### src/rtl/alu_arbiter_if.sv
// Request, shared-ALU and response signals for alu_arbiter.
// slave is the arbiter's view; master is the view of the surrounding requesters, ALU and consumer.
interface alu_arbiter_if #(
  parameter int WIDTH = 32
);
  logic             req0_valid;
  logic             req0_ready;
  logic [WIDTH-1:0] req0_a;
  logic [WIDTH-1:0] req0_b;
  logic [2:0]       req0_op;

  logic             req1_valid;
  logic             req1_ready;
  logic [WIDTH-1:0] req1_a;
  logic [WIDTH-1:0] req1_b;
  logic [2:0]       req1_op;

  logic [WIDTH-1:0] alu_a;
  logic [WIDTH-1:0] alu_b;
  logic [2:0]       alu_control;
  logic [WIDTH-1:0] alu_result;

  logic             resp_valid;
  logic             resp_ready;
  logic [WIDTH-1:0] resp_result;
  logic             resp_id;
  logic             resp_err;

  modport slave (
    input  req0_valid, req0_a, req0_b, req0_op,
    output req0_ready,
    input  req1_valid, req1_a, req1_b, req1_op,
    output req1_ready,
    output alu_a, alu_b, alu_control,
    input  alu_result,
    output resp_valid, resp_result, resp_id, resp_err,
    input  resp_ready
  );

  modport master (
    output req0_valid, req0_a, req0_b, req0_op,
    input  req0_ready,
    output req1_valid, req1_a, req1_b, req1_op,
    input  req1_ready,
    input  alu_a, alu_b, alu_control,
    output alu_result,
    input  resp_valid, resp_result, resp_id, resp_err,
    output resp_ready
  );
endinterface

### src/rtl/alu_arbiter.sv
// Round-robin sharing of one external ALU between two requesters; accept at T, response valid from T+2.
// A stalled response holds RESP and blocks all new grants until resp_ready.
module alu_arbiter #(
  parameter int WIDTH = 32
) (
  input  logic         clk,
  input  logic         reset,
  alu_arbiter_if.slave bus
);

  typedef enum logic [1:0] {
    IDLE = 2'd0,
    EXEC = 2'd1,
    RESP = 2'd2
  } state_t;

  state_t           state;
  logic             last_grant;
  logic             inflight_id;
  logic [WIDTH-1:0] alu_a_q;
  logic [WIDTH-1:0] alu_b_q;
  logic [2:0]       alu_control_q;
  logic             resp_valid_q;
  logic [WIDTH-1:0] resp_result_q;
  logic             resp_id_q;
  logic             resp_err_q;

  logic grant0;
  logic grant1;

  function automatic logic op_supported(input logic [2:0] op);
    case (op)
      3'b000, 3'b001, 3'b010, 3'b011, 3'b101: op_supported = 1'b1;
      default:                                op_supported = 1'b0;
    endcase
  endfunction

  // Under contention the requester that did not win last time goes first.
  always_comb begin
    grant0 = 1'b0;
    grant1 = 1'b0;
    if (state == IDLE && !reset) begin
      if (bus.req0_valid && bus.req1_valid) begin
        grant0 = last_grant;
        grant1 = ~last_grant;
      end else begin
        grant0 = bus.req0_valid;
        grant1 = bus.req1_valid;
      end
    end
  end

  assign bus.req0_ready  = grant0;
  assign bus.req1_ready  = grant1;
  assign bus.alu_a       = alu_a_q;
  assign bus.alu_b       = alu_b_q;
  assign bus.alu_control = alu_control_q;
  assign bus.resp_valid  = resp_valid_q;
  assign bus.resp_result = resp_result_q;
  assign bus.resp_id     = resp_id_q;
  assign bus.resp_err    = resp_err_q;

  always_ff @(posedge clk) begin
    if (reset) begin
      state         <= IDLE;
      last_grant    <= 1'b1;
      inflight_id   <= 1'b0;
      alu_a_q       <= '0;
      alu_b_q       <= '0;
      alu_control_q <= 3'b000;
      resp_valid_q  <= 1'b0;
      resp_result_q <= '0;
      resp_id_q     <= 1'b0;
      resp_err_q    <= 1'b0;
    end else begin
      case (state)
        IDLE: begin
          if (grant0 || grant1) begin
            alu_a_q       <= grant1 ? bus.req1_a  : bus.req0_a;
            alu_b_q       <= grant1 ? bus.req1_b  : bus.req0_b;
            alu_control_q <= grant1 ? bus.req1_op : bus.req0_op;
            inflight_id   <= grant1;
            last_grant    <= grant1;
            state         <= EXEC;
          end
        end
        EXEC: begin
          // Unsupported codes return zero regardless of what the ALU drives.
          if (op_supported(alu_control_q)) begin
            resp_result_q <= bus.alu_result;
            resp_err_q    <= 1'b0;
          end else begin
            resp_result_q <= '0;
            resp_err_q    <= 1'b1;
          end
          resp_id_q    <= inflight_id;
          resp_valid_q <= 1'b1;
          state        <= RESP;
        end
        RESP: begin
          if (resp_valid_q && bus.resp_ready) begin
            resp_valid_q <= 1'b0;
            state        <= IDLE;
          end
        end
        default: state <= IDLE;
      endcase
    end
  end

  a_one_ready: assert property (@(posedge clk) !(bus.req0_ready && bus.req1_ready));

  a_resp_stable: assert property (@(posedge clk) disable iff (reset)
    (resp_valid_q && !bus.resp_ready) |=>
      (resp_valid_q && $stable(resp_result_q) && $stable(resp_id_q) && $stable(resp_err_q)));

  a_ready_only_idle: assert property (@(posedge clk)
    (bus.req0_ready || bus.req1_ready) |-> (state == IDLE));

endmodule

### src/flat_wrapper.sv
// flat-port wrapper written by rule: the top's interface ports become plain ports
module alu_arbiter_flat 
#(
  parameter int WIDTH = 32
)
  (clk, reset, bus_req0_valid, bus_req0_a, bus_req0_b, bus_req0_op, bus_req0_ready, bus_req1_valid, bus_req1_a, bus_req1_b, bus_req1_op, bus_req1_ready, bus_alu_a, bus_alu_b, bus_alu_control, bus_alu_result, bus_resp_valid, bus_resp_result, bus_resp_id, bus_resp_err, bus_resp_ready);
  alu_arbiter_if #(.WIDTH(WIDTH)) bus_i ();
  input  logic clk;
  input  logic reset;
  input wire logic [$bits(bus_i.req0_valid)-1:0] bus_req0_valid;
  input wire logic [$bits(bus_i.req0_a)-1:0] bus_req0_a;
  input wire logic [$bits(bus_i.req0_b)-1:0] bus_req0_b;
  input wire logic [$bits(bus_i.req0_op)-1:0] bus_req0_op;
  output wire logic [$bits(bus_i.req0_ready)-1:0] bus_req0_ready;
  input wire logic [$bits(bus_i.req1_valid)-1:0] bus_req1_valid;
  input wire logic [$bits(bus_i.req1_a)-1:0] bus_req1_a;
  input wire logic [$bits(bus_i.req1_b)-1:0] bus_req1_b;
  input wire logic [$bits(bus_i.req1_op)-1:0] bus_req1_op;
  output wire logic [$bits(bus_i.req1_ready)-1:0] bus_req1_ready;
  output wire logic [$bits(bus_i.alu_a)-1:0] bus_alu_a;
  output wire logic [$bits(bus_i.alu_b)-1:0] bus_alu_b;
  output wire logic [$bits(bus_i.alu_control)-1:0] bus_alu_control;
  input wire logic [$bits(bus_i.alu_result)-1:0] bus_alu_result;
  output wire logic [$bits(bus_i.resp_valid)-1:0] bus_resp_valid;
  output wire logic [$bits(bus_i.resp_result)-1:0] bus_resp_result;
  output wire logic [$bits(bus_i.resp_id)-1:0] bus_resp_id;
  output wire logic [$bits(bus_i.resp_err)-1:0] bus_resp_err;
  input wire logic [$bits(bus_i.resp_ready)-1:0] bus_resp_ready;
  assign bus_i.req0_valid = bus_req0_valid;
  assign bus_i.req0_a = bus_req0_a;
  assign bus_i.req0_b = bus_req0_b;
  assign bus_i.req0_op = bus_req0_op;
  assign bus_req0_ready = bus_i.req0_ready;
  assign bus_i.req1_valid = bus_req1_valid;
  assign bus_i.req1_a = bus_req1_a;
  assign bus_i.req1_b = bus_req1_b;
  assign bus_i.req1_op = bus_req1_op;
  assign bus_req1_ready = bus_i.req1_ready;
  assign bus_alu_a = bus_i.alu_a;
  assign bus_alu_b = bus_i.alu_b;
  assign bus_alu_control = bus_i.alu_control;
  assign bus_i.alu_result = bus_alu_result;
  assign bus_resp_valid = bus_i.resp_valid;
  assign bus_resp_result = bus_i.resp_result;
  assign bus_resp_id = bus_i.resp_id;
  assign bus_resp_err = bus_i.resp_err;
  assign bus_i.resp_ready = bus_resp_ready;
  alu_arbiter #(.WIDTH(WIDTH)) u_core (.clk(clk), .reset(reset), .bus(bus_i));
endmodule
### config.mk
export PLATFORM = sky130hd
export DESIGN_NAME = alu_arbiter_flat
export DESIGN_NICKNAME = d
export VERILOG_FILES = /design/src/rtl/alu_arbiter_if.sv /design/src/rtl/alu_arbiter.sv /design/src/flat_wrapper.sv
export SDC_FILE = /design/constraint.sdc
export NUM_CORES = 1
export LEC_CHECK = 0
export CAP_MARGIN = 20
export CELL_PAD_IN_SITES_DETAIL_PLACEMENT = 1
export CELL_PAD_IN_SITES_GLOBAL_PLACEMENT = 2
export CORE_UTILIZATION = 19
export CTS_CLUSTER_SIZE = 14
export DETAILED_ROUTE_END_ITERATION = 10
export GPL_ROUTABILITY_DRIVEN = 0
export PLACE_DENSITY_LB_ADDON = 0.1
export SYNTH_ARGS = -nofsm -noshare
export SYNTH_HDL_FRONTEND = slang
export SYNTH_SLANG_ARGS = --single-unit
### constraint.sdc
create_clock -name clk -period 1.4 [get_ports clk]
set_input_delay 0.28 -clock clk [delete_from_list [all_inputs] [get_ports clk]]
set_output_delay 0.28 -clock clk [all_outputs]
set_load 0.01 [all_outputs]
==> impl_metrics.json, run 1 <==
{
  "grt_start_max_net_pins": 104,
  "worstSetupStartpointType": "register",
  "finalClockSkew_ns": 0.0112,
  "ys_seq_elements": 106,
  "syn_nets": 752,
  "root_buffer": "clkbuf_16",
  "slew_violations": 0,
  "worstSetupStartpoint": "u_core.state[0]",
  "dominantRegCellSynth": "dfxtp_1",
  "avgViaCountPerCell": 4.91,
  "vias": 5847,
  "fmax_mhz": 612,
  "synth_edf_count": 0,
  "syn_area_per_cell_um2": 8.52,
  "syn_area_um2": 4950,
  "cts_num_sinks": 106,
  "critical_path_class": "reg2out",
  "worstSkewPairLatency_ns": 0.36,
  "ys_seq_area_frac": 0.429,
  "fin_crit_ns": 1.63,
  "cts_tree": "yes",
  "htreeDepth": 3,
  "power.density_nw_per_um2": 1030,
  "drc_errors": 0,
  "drt-initial-drc-count": 281,
  "clkTransAtPathRegs_ns": 0.08,
  "dieArea_um2": 26700,
  "core-area_um2": 25300,
  "io_pins": 275,
  "critPathArrivalTime_ns": 1.35,
  "critPathBufInv": 1,
  "drt_wl_total_mm": 25.1,
  "antenna_found_initial": 0,
  "slew_headroom": 0.565,
  "critPathCaptureType": "output pin",
  "gr-total-overflow": 0,
  "max-vdd-ir-drop_mv": 0.484,
  "path_delay_family": "simple AND/OR/NAND/NOR gates",
  "cts_made_buffers": 9,
  "status": "finished with violations",
  "maxCapViolCount": 0,
  "dr.pass1.iters": 4,
  "slowest_delay_ns": 0.42,
  "initial_core_util": 0.195,
  "grt_pass1_wl_mm": 36.1,
  "fin_crit_sh": 1.17,
  "numPortBuffers": 274,
  "area_growth_pct": 88.2,
  "routedWlPerCell_um": 21.1,
  "grt_pass1_vias": 6257,
  "violations": "setup timing",
  "tns_ns": -11.40,
  "path_max_fanout": 4,
  "crit_chain": "or3_4, nor2_4, buf_6",
  "fin_nets": 1027,
  "drive_gt1_frac": 0.185,
  "cts_buffer_depth": 2,
  "timing.final.ws_setup_ns": -0.233,
  "slowest_stage": "or3_4",
  "postRouteAntennaNets": 0,
  "async_flop_share": 0,
  "die_y_um": 163,
  "grt_usage": 0.176,
  "die_w_um": 163,
  "hold_buffers": 0,
  "worst_slew_pin_slew_ns": 0.652,
  "leakage_nw": 3.49,
  "ys_types": 31,
  "diodes": 0,
  "final_core_util": 0.368,
  "r2r_start": "u_core.state[0]",
  "critPathRequiredTime_ns": 1.12,
  "dp_hpwl_mm": 15.2,
  "finalSetupViolations": 69,
  "rsz0062_at_grt": "true",
  "hold_violations": 0,
  "min_from": "reset",
  "netlist_instances": 581,
  "ys.warnings.count": 0,
  "min_path_type": "in2reg",
  "num_rows": 58
}
## Yosys cell counts (all sizes together), types with 2 or more instances
cell	number	share of area
inv	3	0.0023
dfxtp	106	0.43
nand3b	2	0.0030
nand2	35	0.027
nor2b	2	0.0025
o21ai	71	0.072
a311oi	67	0.14
o211ai	32	0.049
a21oi	102	0.10
nor2	4	0.0046
nand3	67	0.068
a21boi	2	0.0038
clkbuf	40	0.031
buf	39	0.047
## tightest hold or removal path, stage by stage
cell    delay [ns]
buf_4         0.08
or3_4         0.17
nor2_4        0.05
o21a_1        0.17
## registers in the layout, indices dropped and copies added (netlist names), 2 cells and up
signal,flops
u_core.bus.alu_b,32
u_core.state,2
u_core.bus.resp_result,32
u_core.bus.alu_a,32
u_core.bus.alu_control,3
## power by group
part / switching [mW] / internal (mW) / leakage, nW
registers: 0.154 / 3.30 / 0.872
clock network: 1.34 / 1.61 / 0.158
logic: 1.55 / 1.65 / 2.46
## timing repair
action,CTS,global route
gates resized for setup,138,67
gates cloned,6,16
setup endpoints to repair,173,76
pin swaps,13,22
setup buffers,11,6
## area by class of cell
type	instances	area [µm²]
tap	330	413
clock buffer	9	225
clock inverter	7	109
timing repair buffer	343	3730
multi-input combinational	393	2700
fill	2863	16000
sequential	106	2120
inverter	3	11.3
## cells by family after synthesis
| logic type | share of synthesized area |
|---|---|
| compound gates | 0.377 |
| flops | 0.429 |
| simple gates | 0.114 |
| buf+inv | 0.0802 |
## final timing paths
path                                                   end  slack (ns)  depth (start not counted)
worst max-delay path                        bus_req1_ready       -0.23                          3
worst min-delay path                    u_core.inflight_id        0.43                          4
worst max register to register        u_core.bus.alu_b[31]       -0.22                          7
worst min register to register  u_core.bus.resp_result[28]        0.45                          2
## per-layer routing
layer / vias to the layer above / routed length [µm] / GRT usage
met3: 18 / 1700 / 0.0447
li1: 2759 / - / -
met1: 2871 / 10900 / 0.219
met2: 199 / 12200 / 0.299
met5: - / 0 / 0
met4: 0 / 287 / 0.0467
## through the flow
step	instances	worst slack [ns]	power (mW)	instance area (µm²)	hold WS (ns)
2_1_floorplan	581	-0.0747	4.74	4970	0.428
3_3_place_gp	1142	-0.624	6.26	8170	0.438
3_5_place_dp	1142	-0.700	6.31	8170	0.448
4_1_cts	1175	-0.252	9.38	8730	0.413
5_1_grt	1191	-0.303	10.1	9310	0.446
6_report	1191	-0.233	9.61	9310	0.433
## placed cells by master (no fill, tap or decap), drive strengths merged
cell           synthesis  routed
nor2b                  2       2
bufinv                 0       2
nand2b                 1       1
o211a                  1       1
clkinvlp               0       2
o211ai                32      32
a311oi                67      67
nand3b                 2       2
a21oi                102     102
nand3                 67      67
a21boi                 2       2
o21ai                 71      71
or2                    1       1
nor2                   4       4
dlygate4sd2            0     104
nor3                   1       1
or3                    1       1
nand2                 35      35
buf                   39      60
clkdlybuf4s50          0     167
dfxtp                106     106
inv                    3       6
and2                   1       1
and3                   1       1
clkbuf                40      21
a21bo                  1       1
o21a                   1       1
(Power assumes the default switching activity.)
==> run 2: changes to the inputs <==
--- a/config.mk
+++ b/config.mk
@@ -5,10 +5,10 @@
 export SDC_FILE = /design/constraint.sdc
 export NUM_CORES = 1
 export LEC_CHECK = 0
-export CAP_MARGIN = 20
 export CELL_PAD_IN_SITES_DETAIL_PLACEMENT = 1
 export CELL_PAD_IN_SITES_GLOBAL_PLACEMENT = 2
 export CORE_UTILIZATION = 19
+export CTS_BUF_LIST = sky130_fd_sc_hd__clkbuf_8
 export CTS_CLUSTER_SIZE = 14
 export DETAILED_ROUTE_END_ITERATION = 10
 export GPL_ROUTABILITY_DRIVEN = 0
==> impl_metrics.json, run 2 (synthesis results as in run 1) <==
{
  "violations": "setup timing",
  "crit_end": "u_core.bus.alu_b[31]",
  "die_y_um": 163,
  "worstSetupStartpoint": "bus_req1_valid",
  "regArea_um2": 2130,
  "antenna_found_initial": 0,
  "leakage_nw": 3.39,
  "grt_usage": 0.177,
  "dr.pass1.iters": 4,
  "r2r_cells": 8,
  "diodes": 0,
  "slew_violations": 0,
  "cts_tree": "yes",
  "path_max_fanout": 5,
  "io_pins": 275,
  "layout_commonest_cell": "clkdlybuf4s50_1",
  "area_growth_pct": 82.8,
  "p_int_mw": 5.98,
  "timing.final.ws_setup_ns": -0.300,
  "crit-reg2reg-capture": "u_core.bus.alu_a[0]",
  "min_path_type": "in2reg",
  "finalSetupViolations": 69,
  "worstSetupStartpointType": "input port",
  "r2r_start": "u_core.state[0]",
  "slowest_delay_ns": 0.44,
  "hold_buffers": 0,
  "grt_pass1_wl_mm": 36.4,
  "cts_buffer_depth": 2,
  "fin_crit_ns": 1.70,
  "placed_cells": 1142,
  "critPathArrivalTime_ns": 2.00,
  "rsz0062_at_grt": "true",
  "final_cells": 1187,
  "core-area_um2": 25300,
  "swShare": 0.327,
  "power_frac_comb": 0.352,
  "critPathCaptureType": "register",
  "critical_path_class": "in2reg",
  "postRouteAntennaNets": 0,
  "hold_slack_ns": 0.385,
  "avgViaCountPerCell": 4.86,
  "gr-total-overflow": 0,
  "hold_violations": 0,
  "drive_gt1_frac": 0.152,
  "num_rows": 58,
  "fin_crit_sh": 1.21,
  "fin_nets": 1023,
  "vias": 5773,
  "finalClockSkew_ns": 0.0132,
  "routedWlPerCell_um": 20.7,
  "slew_headroom": 0.564,
  "clkTransAtPathRegs_ns": 0.12,
  "grt_start_max_net_pins": 104,
  "p_seq_frac": 0.389,
  "multiInputGateArea_um2": 2530,
  "max-vdd-ir-drop_mv": 0.522,
  "critPathRequiredTime_ns": 1.70,
  "initial_core_util": 0.195,
  "status": "finished with violations",
  "fillers": 2888,
  "cts_num_sinks": 106,
  "worstSkewPairLatency_ns": 0.39,
  "final_core_util": 0.357,
  "drt-initial-drc-count": 268,
  "die_w_um": 163,
  "htreeDepth": 3,
  "root_buffer": "clkbuf_8",
  "dp_hpwl_mm": 15.2,
  "mostFrequentLayoutCells": "clkdlybuf4s50_1, dfxtp_1, a21oi_1",
  "switchingPower_mw": 2.90,
  "power.density_nw_per_um2": 982,
  "p_clk_frac": 0.259,
  "grt_pass1_vias": 6337,
  "fmax_mhz": 588,
  "dieArea_um2": 26700,
  "drc_errors": 0,
  "power_mw": 8.88,
  "numPortBuffers": 274,
  "slowest_stage": "clkdlybuf4s50_1",
  "maxCapViolCount": 0,
  "reg2reg_slack_ns": -0.26,
  "worst_slew_pin_slew_ns": 0.655,
  "cts_made_buffers": 9,
  "crit_chain": "clkdlybuf4s50_1, buf_4, or2_4, and2_4, buf_8, buf_12, buf_16, a311oi_1",
  "drt_wl_total_mm": 24.5
}
-- run 2: cell types whose count changed in the layout (fill, tap and decap cells not counted), sizes merged --
| cell | before | now |
|---|---|---|
| clkdlybuf4s15 | 0 | 4 |
| clkbuf | 21 | 16 |
| buf | 60 | 61 |
| dlygate4sd2 | 104 | 98 |
| clkdlybuf4s50 | 167 | 169 |
-- run 2: layout make-up --
| type | instances | area share |
|---|---|---|
| Clock buffer | 9 | 0.0137 |
| Tap cell | 330 | 0.0457 |
| Clock inverter | 7 | 0.0120 |
| Inverter | 3 | 0.00125 |
| Timing Repair Buffer | 339 | 0.413 |
| Sequential cell | 106 | 0.235 |
| Multi-Input combinational cell | 393 | 0.280 |
-- run 2: power by group through the flow --
| stage | logic [mW] | clock network, mW | registers, mW |
|---|---|---|---|
| 3_3_place_gp | 2.74 | 0 | 3.52 |
| 3_5_place_dp | 2.78 | 0 | 3.53 |
| 2_1_floorplan | 1.11 | 0 | 3.64 |
| 5_1_grt | 3.36 | 2.53 | 3.49 |
| 6_report | 3.13 | 2.30 | 3.45 |
| 4_1_cts | 3.00 | 2.43 | 3.45 |
-- run 2: metal layers --
layer / track usage / vias up / part of all wire
met3: 0.0447 / 15 / 0.069
met2: 0.313 / 169 / 0.49
met1: 0.213 / 2846 / 0.43
met4: 0.0395 / 0 / 0.014
met5: 0 / - / 0
li1: - / 2743 / -
-- run 2: critical path, delay by kind of cell --
kind / cells / cell delay (ns)
compound gates: 1 / 0.27
buf+inv: 5 / 1.00
simple gates: 2 / 0.43
-- run 2: worst min path at each step --
stage / startpoint / to / slack (ns) / cells past startpoint
floorplan: u_core.inflight_id / u_core.bus.resp_id / 0.43 / 2
finish: reset / u_core.inflight_id / 0.39 / 4
detailed placement: u_core.bus.resp_result[28] / u_core.bus.resp_result[28] / 0.45 / 2
CTS: reset / u_core.inflight_id / 0.37 / 4
global route: reset / u_core.inflight_id / 0.39 / 4
global placement: u_core.bus.resp_result[5] / u_core.bus.resp_result[5] / 0.44 / 2
-- run 2: stage by stage --
| step | setup slack (ns) | cell area (µm²) | TNS, ns |
|---|---|---|---|
| after floorplan | -0.0747 | 4970 | -1.24 |
| after global placement | -0.624 | 8170 | -39.43 |
| after detailed placement | -0.700 | 8170 | -42.49 |
| after CTS | -0.299 | 8770 | -14.99 |
| after global routing | -0.333 | 9040 | -17.01 |
| final | -0.300 | 9040 | -11.79 |
-- run 2: repair_timing --
item | 4_1_cts | 5_1_grt
pin swaps | 23 | 35
buffers inserted | 10 | 4
cloned | 11 | 7
setup endpoints to repair | 173 | 84
gates resized for setup | 134 | 32
==> edit 1, RTL diff (settings of run 2) <==
Re-encode `state_t` (3 states) as one-hot, 3 bits wide.
--- a/src/rtl/alu_arbiter.sv
+++ b/src/rtl/alu_arbiter.sv
@@ -10,6 +10,6 @@
 
-  typedef enum logic [1:0] {
-    IDLE = 2'd0,
-    EXEC = 2'd1,
-    RESP = 2'd2
+  typedef enum logic [2:0] {
+    IDLE = 3'b001,
+    EXEC = 3'b010,
+    RESP = 3'b100
   } state_t;
Behaviour: same outputs for any inputs over 10 cycles, from zero or initial values and one cycle with reset high; not proved beyond that.
==> edit 1 against run 2 <==
  * The run still ends with setup timing left
  * Combinational power is 2% higher
  * Sequential cell count is 1 higher
  * Die area is 11% lower
  * Setup slack worse by 0.17 ns
  * Utilization is 2.9 points higher
  * Wire length is 11% lower
  * Synthesized cell count is 26% lower
  * Cell area is 3.0% lower
  * Total power is 3.0% higher
  * Fmax is 9.1% lower
  * Area after synthesis is 11% lower
  * Final cell count is 13% lower
==> edit 1: results (changes against run 2) <==
Vias in the first global route -> 5,249 (-17%)
Layout cell share with drive strength beyond 1 -> 18.1% (+3.0 points)
IR Drop Worst-Case VDD -> 0.000403 V (-23%)
Min Hold Slack -> 0.301 ns (-0.0841 ns)
GRT Overall Usage -> 18.3% (+0.55 points)
R2R depth -> 7 (-1)
Met3 wire length -> 1210 um (-28%)
WL per Instance -> 21.2 um (+2.6%)
DP Wirelength -> 13,500 um (-11%)
Footprint of the multi-input gates -> 0.00226 mm^2 (-10%)
CP startpoint -> u_core.state[1]$_SDFFE_PP0P_
Met3 Use GR -> 3.98% (-0.49 points)
Final setup fails -> 104 (+51%)
Top cells by count, synth -> dfxtp_1, nand2b_1, a22oi_1, o32ai_1, clkbuf_1
Top cells by area, synth -> dfxtp_1, o32ai_1, a22oi_1, nand2b_1, a22o_1
Met2 WL -> 10,800 um (-9.7%)
Net count, final -> 905 (-12%)
Sequential share of the synthesized area -> 48.7% (+5.8 points)
Postcts setup bufs -> 16 (+6)
WL met1 -> 9590 um (-9.4%)
Slowest-stage cell, CP -> or4b_4
RR Endpoint -> u_core.bus.alu_a[24]$_SDFFE_PP0P_
Met2 usage -> 31.3% (about the same)
Final WS setup -> -0.471 ns (-0.171 ns)
Fill count -> 2,494 (-14%)
Worst setup path endpoint -> bus_req0_ready
TNS Setup -> -14.43 ns (-2.63 ns)
Port Buffers -> 274 (unchanged)
Post-CTS Resized -> 157 (+17%)
GR Layer Usage met1 -> 22.7% (+1.4 points)
Placed Area -> 0.00768 mm^2 (-6.0%)
Pre-CTS WS -> -0.570 ns (+0.130 ns)
Antenna violations before repair -> 4 (+4)
Setup Skew -> 0.0125 ns (-0.000688 ns)
Worst Min Path Start -> reset
Syn avg cell area -> 10.2 um^2 (+20%)
R2R setup slack -> -0.23 ns (+0.03 ns)
LEAKAGE -> 3.71 nW (+9.3%)
Final wirelength -> 21,800 um (-11%)
Critical R2R Launch -> u_core.state[2]$_SDFFE_PP0P_
CTS clk-pin slew, worst paths -> 0.11 ns
Hold Path Sink -> u_core.last_grant$_SDFFE_PP1P_
Least-Margin Pin Slew -> 0.636 ns (-0.0187 ns)
Drt initial violations -> 212 (-21%)
Crit-path max FO -> 3 (-2)
Synthesis warning total -> 0 (unchanged)
Post-Place Cells -> 969 (-15%)
Post-Syn Nets -> 603 (-20%)
Global-route wire length before repair -> 32,500 um (-11%)
Netlist cell types -> 26 (-16%)
Pin count of the biggest net entering global routing -> 41 (-61%)
Vias -> 4,911 (-15%)
Failing checks -> setup timing
Run status -> complete, but fails checks
Delay-heaviest family, CP -> simple AND/OR/NAND/NOR gates
CTS Buf Count -> 9 (unchanged)
Worst stage delay on the critical path -> 0.55 ns (+0.11 ns)
[edit 1: changes by cell type in the layout (fill, tap and decap cells not counted), sizes merged, moves of 65 or more]
cell / before / now
a21oi: 102 / 4
nand2b: 1 / 70
a22oi: 0 / 67
a311oi: 67 / 0
o32ai: 0 / 67
nand3: 67 / 1
o21ai: 71 / 6
[edit 1: kinds of logic after synthesis]
family          synth area share, %
compound gates                 33.8
simple gates                   12.7
buf+inv                        4.86
flops                          48.7
[edit 1: cell type report]
type / count / share of cell area, %
Antenna cell: 4 / 0.114
Tap cell: 285 / 4.07
Multi-Input combinational cell: 272 / 25.8
Timing Repair Buffer: 342 / 42.8
Sequential cell: 107 / 24.5
Inverter: 2 / 0.0856
Clock inverter: 7 / 1.24
Clock buffer: 9 / 1.41
[edit 1: where the power goes]
part	internal, mW	switching (mW)	leakage (nW)
combinational	1.80	1.38	2.71
sequential	3.47	0.219	0.886
clock	1.04	1.23	0.117
total	6.32	2.83	3.71
==> edit 2, RTL diff (settings of run 2) <==
Made on the original files. `WIDTH` is set to 32 in 3 places; all go to 36.
--- a/src/rtl/alu_arbiter_if.sv
+++ b/src/rtl/alu_arbiter_if.sv
@@ -3,3 +3,3 @@
 interface alu_arbiter_if #(
-  parameter int WIDTH = 32
+  parameter int WIDTH = 36
 );
--- a/src/rtl/alu_arbiter.sv
+++ b/src/rtl/alu_arbiter.sv
@@ -3,3 +3,3 @@
 module alu_arbiter #(
-  parameter int WIDTH = 32
+  parameter int WIDTH = 36
 ) (
--- a/src/flat_wrapper.sv
+++ b/src/flat_wrapper.sv
@@ -3,3 +3,3 @@
 #(
-  parameter int WIDTH = 32
+  parameter int WIDTH = 36
 )
Interface: changed (8 resized); port bits go from 275 to 307. The function was not compared with the original's and may differ.
==> edit 2 against run 2 <==
  * The flow still finishes with violations (setup timing)
  * Cell area up 22%
  * Setup slack worse by 0.0069 ns
  * Synthesized cell count up 11%
  * Area after synthesis up 13%
  * Wire length up 18%
  * Total power up 29%
  * Die area up 13%
  * Via count up 16%
  * Sequential cell count up 12
  * Count of clock-buffer cells in the layout up 9
  * First-iteration DRC count up 5.2%
  * Critical path type is now reg -> reg
  * Critical endpoint is now u_core.bus.alu_a[1]$_SDFFE_PP0P_
  * Highest routed layer unchanged
==> edit 2: results (changes against run 2) <==
Run status -> complete, but fails checks
Failing checks -> setup timing
WL per Instance -> 21.1 um (+2.1%)
Worst Min Path Start -> bus_req1_valid
Post-Syn Nets -> 835 (+11%)
Top cells by area, synth -> dfxtp_1, a311oi_2, a21oi_1, nand3_1, a311oi_1
Final WS setup -> -0.307 ns (-0.00692 ns)
Psw -> 3.79 mW (+31%)
Worst stage delay on the critical path -> 0.41 ns (-0.03 ns)
Seq area share -> 21.5% (-2.0 points)
LEAKAGE -> 3.83 nW (+13%)
Drt initial violations -> 282 (+5.2%)
# diodes -> 1 (+1)
Netlist cell types -> 29 (-6.5%)
GR Layer Usage met1 -> 22.9% (+1.6 points)
WL met1 -> 12,500 um (+18%)
Delay-heaviest family, CP -> compound AO/OA/AOI/OAI gates
Post-Layout Cell Count -> 1,371 (+16%)
CTS clk-pin slew, worst paths -> 0.08 ns (-0.04 ns)
RR Endpoint -> u_core.bus.alu_a[1]$_SDFFE_PP0P_
Post-Place Cells -> 1,289 (+13%)
Antenna violations before repair -> 2 (+2)
Share of total power in the clock network -> 31.4% (+5.5 points)
Setup Skew -> 0.0157 ns (+0.00251 ns)
Skew-Pair Late Insertion Delay -> 0.45 ns (+0.06 ns)
R2R setup slack -> -0.31 ns (-0.05 ns)
Port Buffers -> 306 (+12%)
GRT Overall Usage -> 18.7% (+0.98 points)
Drt via density -> 4.86 (about the same)
TNS Setup -> -15.70 ns (-3.91 ns)
IR Drop Worst-Case VDD -> 0.000497 V (-4.9%)
Post-CTS Resized -> 209 (+56%)
Post-route design area -> 0.0110 mm^2 (+22%)
Syn Inst Count -> 644 (+11%)
Met2 WL -> 14,000 um (+17%)
Met2 usage -> 31.0% (-0.36 points)
1st-pass router iterations -> 6 (+2)
Buffer share of cell area -> 39.9% (-1.4 points)
Postcts setup bufs -> 23 (+13)
Layout cell share with drive strength beyond 1 -> 33.4% (+18 points)
Num sequential -> 118 (+11%)
Slowest-stage cell, CP -> or3_4
Placed Area -> 0.00941 mm^2 (+15%)
Comb_multi_in -> 437 (+11%)
Critical R2R Launch -> u_core.state[1]$_SDFFE_PP0P_
Crit-path max FO -> 75 (+70)
Met3 wire length -> 1850 um (+9.7%)
Vias in the first global route -> 7,162 (+13%)
Non-clock buffer count -> 396 (+17%)
Top cells by count, synth -> dfxtp_1, a21oi_1, nand3_1
Least-Margin Pin Slew -> 0.742 ns (+0.0875 ns)
Final core utilization -> 38.3% (+2.6 points)
Critical Path Source Type -> flip-flop
Final setup fails -> 79 (+14%)
Pin count of the biggest net entering global routing -> 116 (+12%)
H-tree depth -> 4 (+1)
Area fraction in compound gates after synthesis -> 39.1% (+1.4 points)
# clk buffers -> 18 (+9)
Global-route wire length before repair -> 43,700 um (+20%)
Pint -> 7.65 mW (+28%)
-- edit 2: cell count changes in the layout (fill, tap and decap cells not counted), moves of 24 or more --
cell             delta
o21ai_0            +29
a311oi_1           -24
dlygate4sd2_1      -93
o21ai_1            -40
a311oi_2           +32
clkbuf_2           +54
clkdlybuf4s15_1    +49
-- edit 2: how the worst min path moves through the flow --
stage / slack [ns] / cells after the start / end
after floorplan: 0.43 / 2 / u_core.bus.resp_id$_SDFFE_PP0P_
after detailed placement: 0.45 / 2 / u_core.bus.resp_result[3]$_SDFFE_PP0P_
after global routing: 0.34 / 4 / u_core.inflight_id$_SDFFE_PP0P_
after global placement: 0.44 / 2 / u_core.bus.resp_result[21]$_SDFFE_PP0P_
after CTS: 0.33 / 3 / u_core.last_grant$_SDFFE_PP1P_
final: 0.37 / 3 / u_core.last_grant$_SDFFE_PP1P_
-- edit 2: worst min-delay path: stages --
cell           delay [ns]
dlygate4sd2_1        0.27
a21oi_1              0.08
o21ai_0              0.13
